[src/rtl/program_loader_pkg.sv]
// Shared definitions for the boot loader: word width, header field
// positions and the loader state encoding.
// Optional build macro: PROGRAM_LOADER_CHECKSUM_EN adds the CHECK state.
package program_loader_pkg;

   localparam int unsigned DATA_WIDTH = 32;

   // Header word: data word count in the upper half, instruction count below.
   localparam int unsigned LDR_HDR_ND_MSB = 31;
   localparam int unsigned LDR_HDR_ND_LSB = 16;
   localparam int unsigned LDR_HDR_NI_MSB = 15;
   localparam int unsigned LDR_HDR_NI_LSB = 0;

   typedef enum logic [2:0] {
      LDR_IDLE,
      LDR_HEADER,
      LDR_DATA,
      LDR_INSTR,
`ifdef PROGRAM_LOADER_CHECKSUM_EN
      LDR_CHECK,
`endif
      LDR_DONE,
      LDR_ERROR
   } ldr_state_t;

endpackage

[src/rtl/program_loader.sv]
// Sequential boot loader: parses a header/data/instruction word stream,
// writes both BRAMs, then releases the core (pc_stall low, reads enabled).
// Optional build macro: PROGRAM_LOADER_CHECKSUM_EN appends an XOR checksum
// word that must match the header and all payload words.
module program_loader
   import program_loader_pkg::*;
#(
   parameter int unsigned DEPTH  = 1024,
   parameter int unsigned ADDR_W = 12
) (
   input  logic                  clk,
   input  logic                  rst,
   input  logic                  start,
   input  logic                  s_valid,
   output logic                  s_ready,
   input  logic [DATA_WIDTH-1:0] s_data,
   output logic [ADDR_W-1:0]     d_w_addr,
   output logic [DATA_WIDTH-1:0] d_w_dat,
   output logic                  d_w_enb,
   output logic [3:0]            d_w_byte_enb,
   output logic [ADDR_W-1:0]     i_w_addr,
   output logic [DATA_WIDTH-1:0] i_w_dat,
   output logic                  i_w_enb,
   output logic [3:0]            i_w_byte_enb,
   output logic                  d_bram_init_done,
   output logic                  pc_stall,
   output logic                  rd_enbl,
   output logic                  i_r_enb,
   output logic                  busy,
   output logic                  error
);

   localparam logic [15:0] DEPTH_W = 16'(DEPTH);

`ifdef PROGRAM_LOADER_CHECKSUM_EN
   localparam ldr_state_t FIN_STATE = LDR_CHECK;
`else
   localparam ldr_state_t FIN_STATE = LDR_DONE;
`endif

   ldr_state_t  state, state_nxt;
   logic [15:0] cnt, nd, ni;
   logic [15:0] hdr_nd, hdr_ni;
   logic        accept, d_wr, i_wr;
`ifdef PROGRAM_LOADER_CHECKSUM_EN
   logic [DATA_WIDTH-1:0] csum;
`endif

   assign hdr_nd = s_data[LDR_HDR_ND_MSB:LDR_HDR_ND_LSB];
   assign hdr_ni = s_data[LDR_HDR_NI_MSB:LDR_HDR_NI_LSB];
   assign accept = s_valid & s_ready;
   assign d_wr   = accept & (state == LDR_DATA);
   assign i_wr   = accept & (state == LDR_INSTR);

   // State register, per-section word counter and latched header counts.
   always_ff @(posedge clk) begin
      if (rst) begin
         state <= LDR_IDLE;
         cnt   <= '0;
         nd    <= '0;
         ni    <= '0;
`ifdef PROGRAM_LOADER_CHECKSUM_EN
         csum  <= '0;
`endif
      end else begin
         state <= state_nxt;
         // Any state change is a section entry, so the counter restarts there.
         if (state_nxt != state)
            cnt <= '0;
         else if (accept)
            cnt <= cnt + 16'd1;
         if (accept && state == LDR_HEADER) begin
            nd <= hdr_nd;
            ni <= hdr_ni;
         end
`ifdef PROGRAM_LOADER_CHECKSUM_EN
         if (accept && state == LDR_HEADER)
            csum <= s_data;
         else if (accept)
            csum <= csum ^ s_data;
`endif
      end
   end

   // Registered BRAM write ports: one write per accepted payload word.
   always_ff @(posedge clk) begin
      if (rst) begin
         d_w_enb      <= 1'b0;
         d_w_addr     <= '0;
         d_w_dat      <= '0;
         d_w_byte_enb <= '0;
         i_w_enb      <= 1'b0;
         i_w_addr     <= '0;
         i_w_dat      <= '0;
         i_w_byte_enb <= '0;
      end else begin
         d_w_enb      <= d_wr;
         d_w_addr     <= d_wr ? ADDR_W'({cnt[9:0], 2'b00}) : '0;
         d_w_dat      <= d_wr ? s_data : '0;
         d_w_byte_enb <= d_wr ? 4'b1111 : 4'b0000;
         i_w_enb      <= i_wr;
         i_w_addr     <= i_wr ? ADDR_W'({cnt[9:0], 2'b00}) : '0;
         i_w_dat      <= i_wr ? s_data : '0;
         i_w_byte_enb <= i_wr ? 4'b1111 : 4'b0000;
      end
   end

   // Next-state decode and state-derived handshake/status outputs.
   always_comb begin
      state_nxt        = state;
      s_ready          = 1'b0;
      busy             = 1'b0;
      error            = 1'b0;
      pc_stall         = 1'b1;
      d_bram_init_done = 1'b0;
      rd_enbl          = 1'b0;
      i_r_enb          = 1'b0;
      case (state)
         LDR_IDLE: begin
            if (start) state_nxt = LDR_HEADER;
         end
         LDR_HEADER: begin
            s_ready = 1'b1;
            busy    = 1'b1;
            if (accept) begin
               if (hdr_nd > DEPTH_W || hdr_ni > DEPTH_W)
                  state_nxt = LDR_ERROR;
               else if (hdr_nd != '0)
                  state_nxt = LDR_DATA;
               else if (hdr_ni != '0)
                  state_nxt = LDR_INSTR;
               else
                  state_nxt = FIN_STATE;
            end
         end
         LDR_DATA: begin
            s_ready = 1'b1;
            busy    = 1'b1;
            if (accept && (cnt + 16'd1) == nd)
               state_nxt = (ni != '0) ? LDR_INSTR : FIN_STATE;
         end
         LDR_INSTR: begin
            s_ready = 1'b1;
            busy    = 1'b1;
            if (accept && (cnt + 16'd1) == ni)
               state_nxt = FIN_STATE;
         end
`ifdef PROGRAM_LOADER_CHECKSUM_EN
         LDR_CHECK: begin
            s_ready = 1'b1;
            busy    = 1'b1;
            if (accept)
               state_nxt = (s_data == csum) ? LDR_DONE : LDR_ERROR;
         end
`endif
         LDR_DONE: begin
            pc_stall         = 1'b0;
            d_bram_init_done = 1'b1;
            rd_enbl          = 1'b1;
            i_r_enb          = 1'b1;
            if (start) state_nxt = LDR_HEADER;
         end
         LDR_ERROR: begin
            error = 1'b1;
            if (start) state_nxt = LDR_HEADER;
         end
         default: state_nxt = LDR_IDLE;
      endcase
   end

endmodule

[config.mk]
export PLATFORM = sky130hd
export DESIGN_NAME = program_loader
export DESIGN_NICKNAME = d
export VERILOG_FILES = /design/src/rtl/program_loader_pkg.sv /design/src/rtl/program_loader.sv
export SDC_FILE = /design/constraint.sdc
export NUM_CORES = 1
export LEC_CHECK = 0
export CAP_MARGIN = 15
export CORE_MARGIN = 1.5
export CORE_UTILIZATION = 51
export CTS_BUF_LIST = sky130_fd_sc_hd__clkbuf_8
export CTS_CLUSTER_SIZE = 10
export DETAILED_ROUTE_END_ITERATION = 10
export PLACE_DENSITY = 0.82
export SKIP_LAST_GASP = 1
export SYNTH_ARGS = -nofsm -noshare
export SYNTH_HDL_FRONTEND = slang
export SYNTH_SLANG_ARGS = --single-unit
[constraint.sdc]
create_clock -name clk -period 3.52 [get_ports clk]
set_input_delay 0.88 -clock clk [delete_from_list [all_inputs] [get_ports clk]]
set_output_delay 0.88 -clock clk [all_outputs]
set_load 0.01 [all_outputs]
* Word level (Yosys, flattened, before mapping)
Cells that the tools add are included.
** Storage, ports and cells
- Output and inout port bits :: 105
- Memories :: 0
- Input bits :: 36
- Word-level logic and storage cells :: 58
- Bits in read-only memories :: 0
- Bits in latches :: 0
- Register bits after elaboration :: 149
- RAM bits :: 0
** Operators by class
- Bitwise operators :: 5
- Reduce and logical (&&, ||, !) cells :: 13
- $add $sub $neg :: 1
- $lt $le $gt $ge :: 2
- Shift operators :: 0
- Div/mod/pow operators :: 0
- Equality and inequality tests :: 8
- $mul :: 0
- Mux-type cells :: 15
** Operators with widths (number)
- $reduce_bool 16->1 :: 3
- $eq 16x16->1 :: 2
- $gt 16x11->1 const B :: 2
- $mux 3 :: 8
- $add 16x1->16 const B :: 1
- $pmux 3 s4 :: 1
- $mux 4 :: 2
- $eq 3x2->1 const B :: 2
- $eq 3x3->1 const B :: 2
- $reduce_or 2->1 :: 3
- $reduce_or 3->1 :: 2
- $mux 1 :: 4
- $and 1x1->1 :: 3
- $eq 3x1->1 const B :: 1
- $logic_and 1x1->1 :: 3
- $logic_not 3->1 :: 1
- $ne 3x3->1 :: 1
- $not 1->1 :: 2
- $logic_or 1x1->1 :: 1

* Logic depth before layout (Yosys ltp)
Gate-level depths: netlist (run 1).
- Depth after elaboration :: 9
- Mapped depth :: 11
- Mapped depth without buffers :: 9

* Worst setup path after synthesis (run 1)
No wires, ideal clock.
- Kind :: input-to-reg
- Start point :: input port s_data[4]
- End point :: register cnt[10]
- Path buffers :: 1
- Path slack :: 0.758 ns
- Cell stages on the path :: 8
- Data arrival time :: 2.648 ns
- Required time :: 3.405 ns
- Cell sequence :: nor4_1 -> nand3_1 -> maj3_1 -> o31ai_1 -> a21oi_1 -> a31oi_4 -> buf_6 -> nor3_1
** On the way
- Longest elaborated chain between the ends :: 8
- Elaborated cells on any way between the ends :: 10
** Ends and longest elaborated chain
- start: declaration :: line program_loader.sv:16 : input logic [DATA_WIDTH-1:0] s_data,
- parallel branches: the longest is 3 deep, another holds $gt 16x11->1
- $mux 3 (*) :: line program_loader.sv:126 : if (hdr_nd > DEPTH_W || hdr_ni > DEPTH_W)
- $mux 3 (*) :: line program_loader.sv:125 : if (accept) begin
- $pmux 3 s4 (*) :: line program_loader.sv:118 : case (state)
- $ne 3x3->1 (*) :: line program_loader.sv:68 : if (state_nxt != state)
- $reduce_or 2->1 (no line) (*)
- end signal: assignment :: line program_loader.sv:71 : cnt <= cnt + 16'd1;
- end: declaration :: line program_loader.sv:42 : logic [15:0] cnt, nd, ni;
Every way passes the cells marked *.
A chain may end at the register's enable or synchronous reset.

* Worst setup path in the final report (run 1)
- Start point :: register cnt[0]
- End point :: register cnt[15]
** On the way
- Longest elaborated chain between the ends :: 7
- Elaborated cells on any way between the ends :: 10
** Ends and longest elaborated chain (line)
- $add 16x1->16 (*) :: program_loader.sv:71, program_loader.sv:139, program_loader.sv:145
- $eq 16x16->1 (on tied branches) :: program_loader.sv:145, program_loader.sv:139
- $logic_and 1x1->1 (on tied branches) :: program_loader.sv:145, program_loader.sv:139
- $mux 3 (on tied branches) :: program_loader.sv:145, program_loader.sv:139
- $pmux 3 s4 :: program_loader.sv:118
- $ne 3x3->1 :: program_loader.sv:68
- $reduce_or 2->1 (no line)
Every way passes the cells marked *; elsewhere a longest branch is shown, timed or not.

==> run_results.csv, run 1 <==
group,metric,value,unit
floorplanning,rows,39,
cells_and_area,antennaDiodeCount,0,
synth,synth_commonest_cells,"137 x dfxtp_1, 87 x nand2_1, 86 x and2_1",
hold_path,hp-class,"reg -> reg",
floorplanning,coreArea,0.0113,mm^2
cells_and_area,post-route-util,0.682,
power,leakagePower,2.80,nW
placed_design,place_area,0.00733,mm^2
global_routing,overflow,0,
cells_and_area,drive_above_1_share,0.0924,
placed_design,hpwl,12.3,mm
floorplanning,start_util,0.519,
setup_path,regToRegSetupSlack,0.31,ns
detailed_routing,drcViolationCount,0,
cells_and_area,nets,814,
clocking,cts-root-buf,"clkbuf_8",
synth,post-synth-top-count-cell,"dfxtp_1",
timing,period_needed,3.21,ns
timing,max_freq,311,MHz
timing,tightest_slew,0.620,ns
clocking,numCtsBuffers,17,
clocking,worstSkewPairLatency,0.45,ns
timing,finalSetupTns,0,ns
placed_design,placed_cells,901,
setup_path,cp_data_required_time,3.86,ns
status,status,"completed",
detailed_routing,wl,16.6,mm
timing,skew,0.00941,ns
clocking,cts_tree,"yes",
power,total_power,3.15,mW
floorplanning,die_w,110,um
global_routing,grt_pass1_wl,26.0,mm
global_routing,antenna_found_initial,0,
placed_design,port_buffers,136,
placed_design,gp_congestion,0.942,
synth,avgSynthCellArea,9.04,um^2
synth,ys_ff_latch,137,
clocking,clk_path_buf_depth,2,
timing,setup_viol,0,
cells_and_area,finish.instance_area,0.00772,mm^2
global_routing,grt_pass1_vias,4857,
floorplanning,ios,141,
synth,synth.distinct_cells,58,
clocking,ctsHtreeMaxLevel,4,
clocking,cts.sinks,137,
global_routing,grt_max_degree,50,
detailed_routing,vias,5090,
timing,hold_viol_final,0,
synth,yosys.area.top_type,"dfxtp_1",
synth,netlist_top_cells_area,"dfxtp_1 47%, and2_1 9.2%, nand2_1 5.6%, xnor2_1 5.1%, a21oi_1 3.4%",
setup_path,arrival,3.56,ns
global_routing,grt_usage,0.291,
timing,fin_crit_sh,0.913,
cells_and_area,area_growth,31.4,%
synth,async_flop_share,0,
detailed_routing,first_pass_iters,5,
timing,rsz0062_at_grt,"false",
setup_path,end_kind,"register",
cells_and_area,fin_cells,933,
synth,synth_edf_count,0,
power,power_density,409,mW/mm^2
detailed_routing,final_antenna_net_count,0,
clocking,path_clk_slew,0.08,ns
job,maxCapViolCount,0,
detailed_routing,route.detailed.wl_per_inst,17.8,um
synth,synth_top_area_frac,0.467,
detailed_routing,drtIter0Drc,328,
synth,ys_warn_count,0,
synth,ys_seq_area_frac,0.467,
detailed_routing,via_per_inst,5.46,
floorplanning,die_height,110,um
setup_path,cp_max_fo,16,
floorplanning,dieArea,0.0122,mm^2
setup_path,crit_path_start_kind,"register",
clocking,hold_buffers,0,
synth,netlist_area,0.00587,mm^2
timing,drv_slew,0,
synth,yosys_most_used_dff,"dfxtp_1",
synth,syn_inst,650,
clocking,cts_setup_buffers,0,
power,peakVddDrop,0.000323,V
timing,relSlewSlack,0.587,
setup_path,critical_path_class,"reg -> reg",
cells_and_area,nFillCells,951,
clocking,cts_resized,0,
where the power goes:
group / switching (mW) / internal, mW / total [mW]
Combinational: 0.164 / 0.145 / 0.309
Clock: 0.605 / 0.630 / 1.24
Sequential: 0.0347 / 1.58 / 1.61
Total: 0.803 / 2.35 / 3.15
per-layer routing:
layer	track usage	part of all wire	routed length (um)
met3	0.0658	0.070	1170
met2	0.478	0.48	7940
met5	0	0	0
met4	0.138	0.033	551
met1	0.360	0.42	6970
registers in the layout, summed over array words and instances (netlist names):
signal / count
d_w_dat: 32
i_w_dat: 32
cnt: 16
nd: 16
ni: 16
d_w_addr: 10
i_w_addr: 10
state: 3
d_w_byte_enb: 1
i_w_byte_enb: 1
cells in the final DEF, fill, tap and decap left out, types with 3 or more instances in the layout:
cell type,Yosys,final
o21ai_0,4,4
xor2_1,18,18
nor2b_1,4,4
a211oi_1,3,3
a21o_1,3,3
nand2b_1,5,5
buf_4,24,25
o2111ai_1,5,5
nand3_1,14,14
conb_1,1,4
nor2_1,21,19
a31oi_1,5,5
a21oi_1,40,40
and4_1,3,3
nor3_1,29,28
nor4_1,18,18
clkinvlp_4,0,3
clkbuf_8,0,21
nor3b_1,4,4
nand2_1,87,87
xnor2_1,34,34
nor4_2,3,3
or3_1,16,16
inv_1,8,10
nand4_1,3,3
and2_1,86,86
dfxtp_1,137,137
clkdlybuf4s50_1,0,136
kinds of logic (layout without fill, tap and decap cells):
group / count (synthesis) / in the layout / synth area share
AO/OA/AOI/OAI: 81 / 81 / 0.0920
XOR/XNOR: 54 / 54 / 0.0852
adder cells (fa/ha/maj): 2 / 2 / 0.00383
buffers and inverters: 66 / 203 / 0.0611
flip-flops: 137 / 137 / 0.467
multiplexers: 1 / 1 / 0.00170
other: 1 / 4 / 0.000638
AND/OR/NAND/NOR: 308 / 308 / 0.289
worst paths after layout:
kind | from | depth (start not counted) | to
hold / removal | nd[13]$_SDFFE_PP0P_ | 2 | nd[13]$_SDFFE_PP0P_
setup reg to reg | cnt[0]$_SDFFE_PP0P_ | 10 | cnt[15]$_SDFFE_PP0P_
hold reg to reg | nd[13]$_SDFFE_PP0P_ | 2 | nd[13]$_SDFFE_PP0P_
setup / recovery | cnt[0]$_SDFFE_PP0P_ | 10 | cnt[15]$_SDFFE_PP0P_
layout make-up:
cell class / count / area (um^2) / share of cell area
multi-input cells: 450 / 2790 / 0.362
flip-flops and latches: 137 / 2740 / 0.355
repair buffers: 163 / 1590 / 0.206
clock buffers: 21 / 289 / 0.0374
well taps: 143 / 179 / 0.0232
clock inverters: 11 / 96.3 / 0.0125
inverters: 8 / 30.0 / 0.00389
stage by stage:
stage,hold WS [ns],setup slack (ns)
2_1_floorplan,0.436,0.758
3_3_place_gp,0.447,0.0997
3_5_place_dp,0.461,0.0836
4_1_cts,0.472,0.371
5_1_grt,0.497,0.148
6_report,0.471,0.307
critical path, cell delays in order (launching register included):
cell and delay [ns]:
dfxtp_1 0.53, ha_1 0.30, and3_1 0.40, nand2_1 0.17, a222oi_1 0.38, nand4b_1 0.22, o41ai_1 0.52, a21oi_1 0.18
a31oi_4 0.19, buf_12 0.16, nor3_1 0.06
Note: power is estimated with default switching activity, not from simulation.
==> run 2: changes to the inputs <==
--- a/config.mk
+++ b/config.mk
@@ -9,7 +9,6 @@
 export CORE_MARGIN = 1.5
 export CORE_UTILIZATION = 51
 export CTS_BUF_LIST = sky130_fd_sc_hd__clkbuf_8
-export CTS_CLUSTER_SIZE = 10
 export DETAILED_ROUTE_END_ITERATION = 10
 export PLACE_DENSITY = 0.82
 export SKIP_LAST_GASP = 1
==> results of run 2 <==
Same layout as run 1: the final DEF is identical, and so are final timing and power.
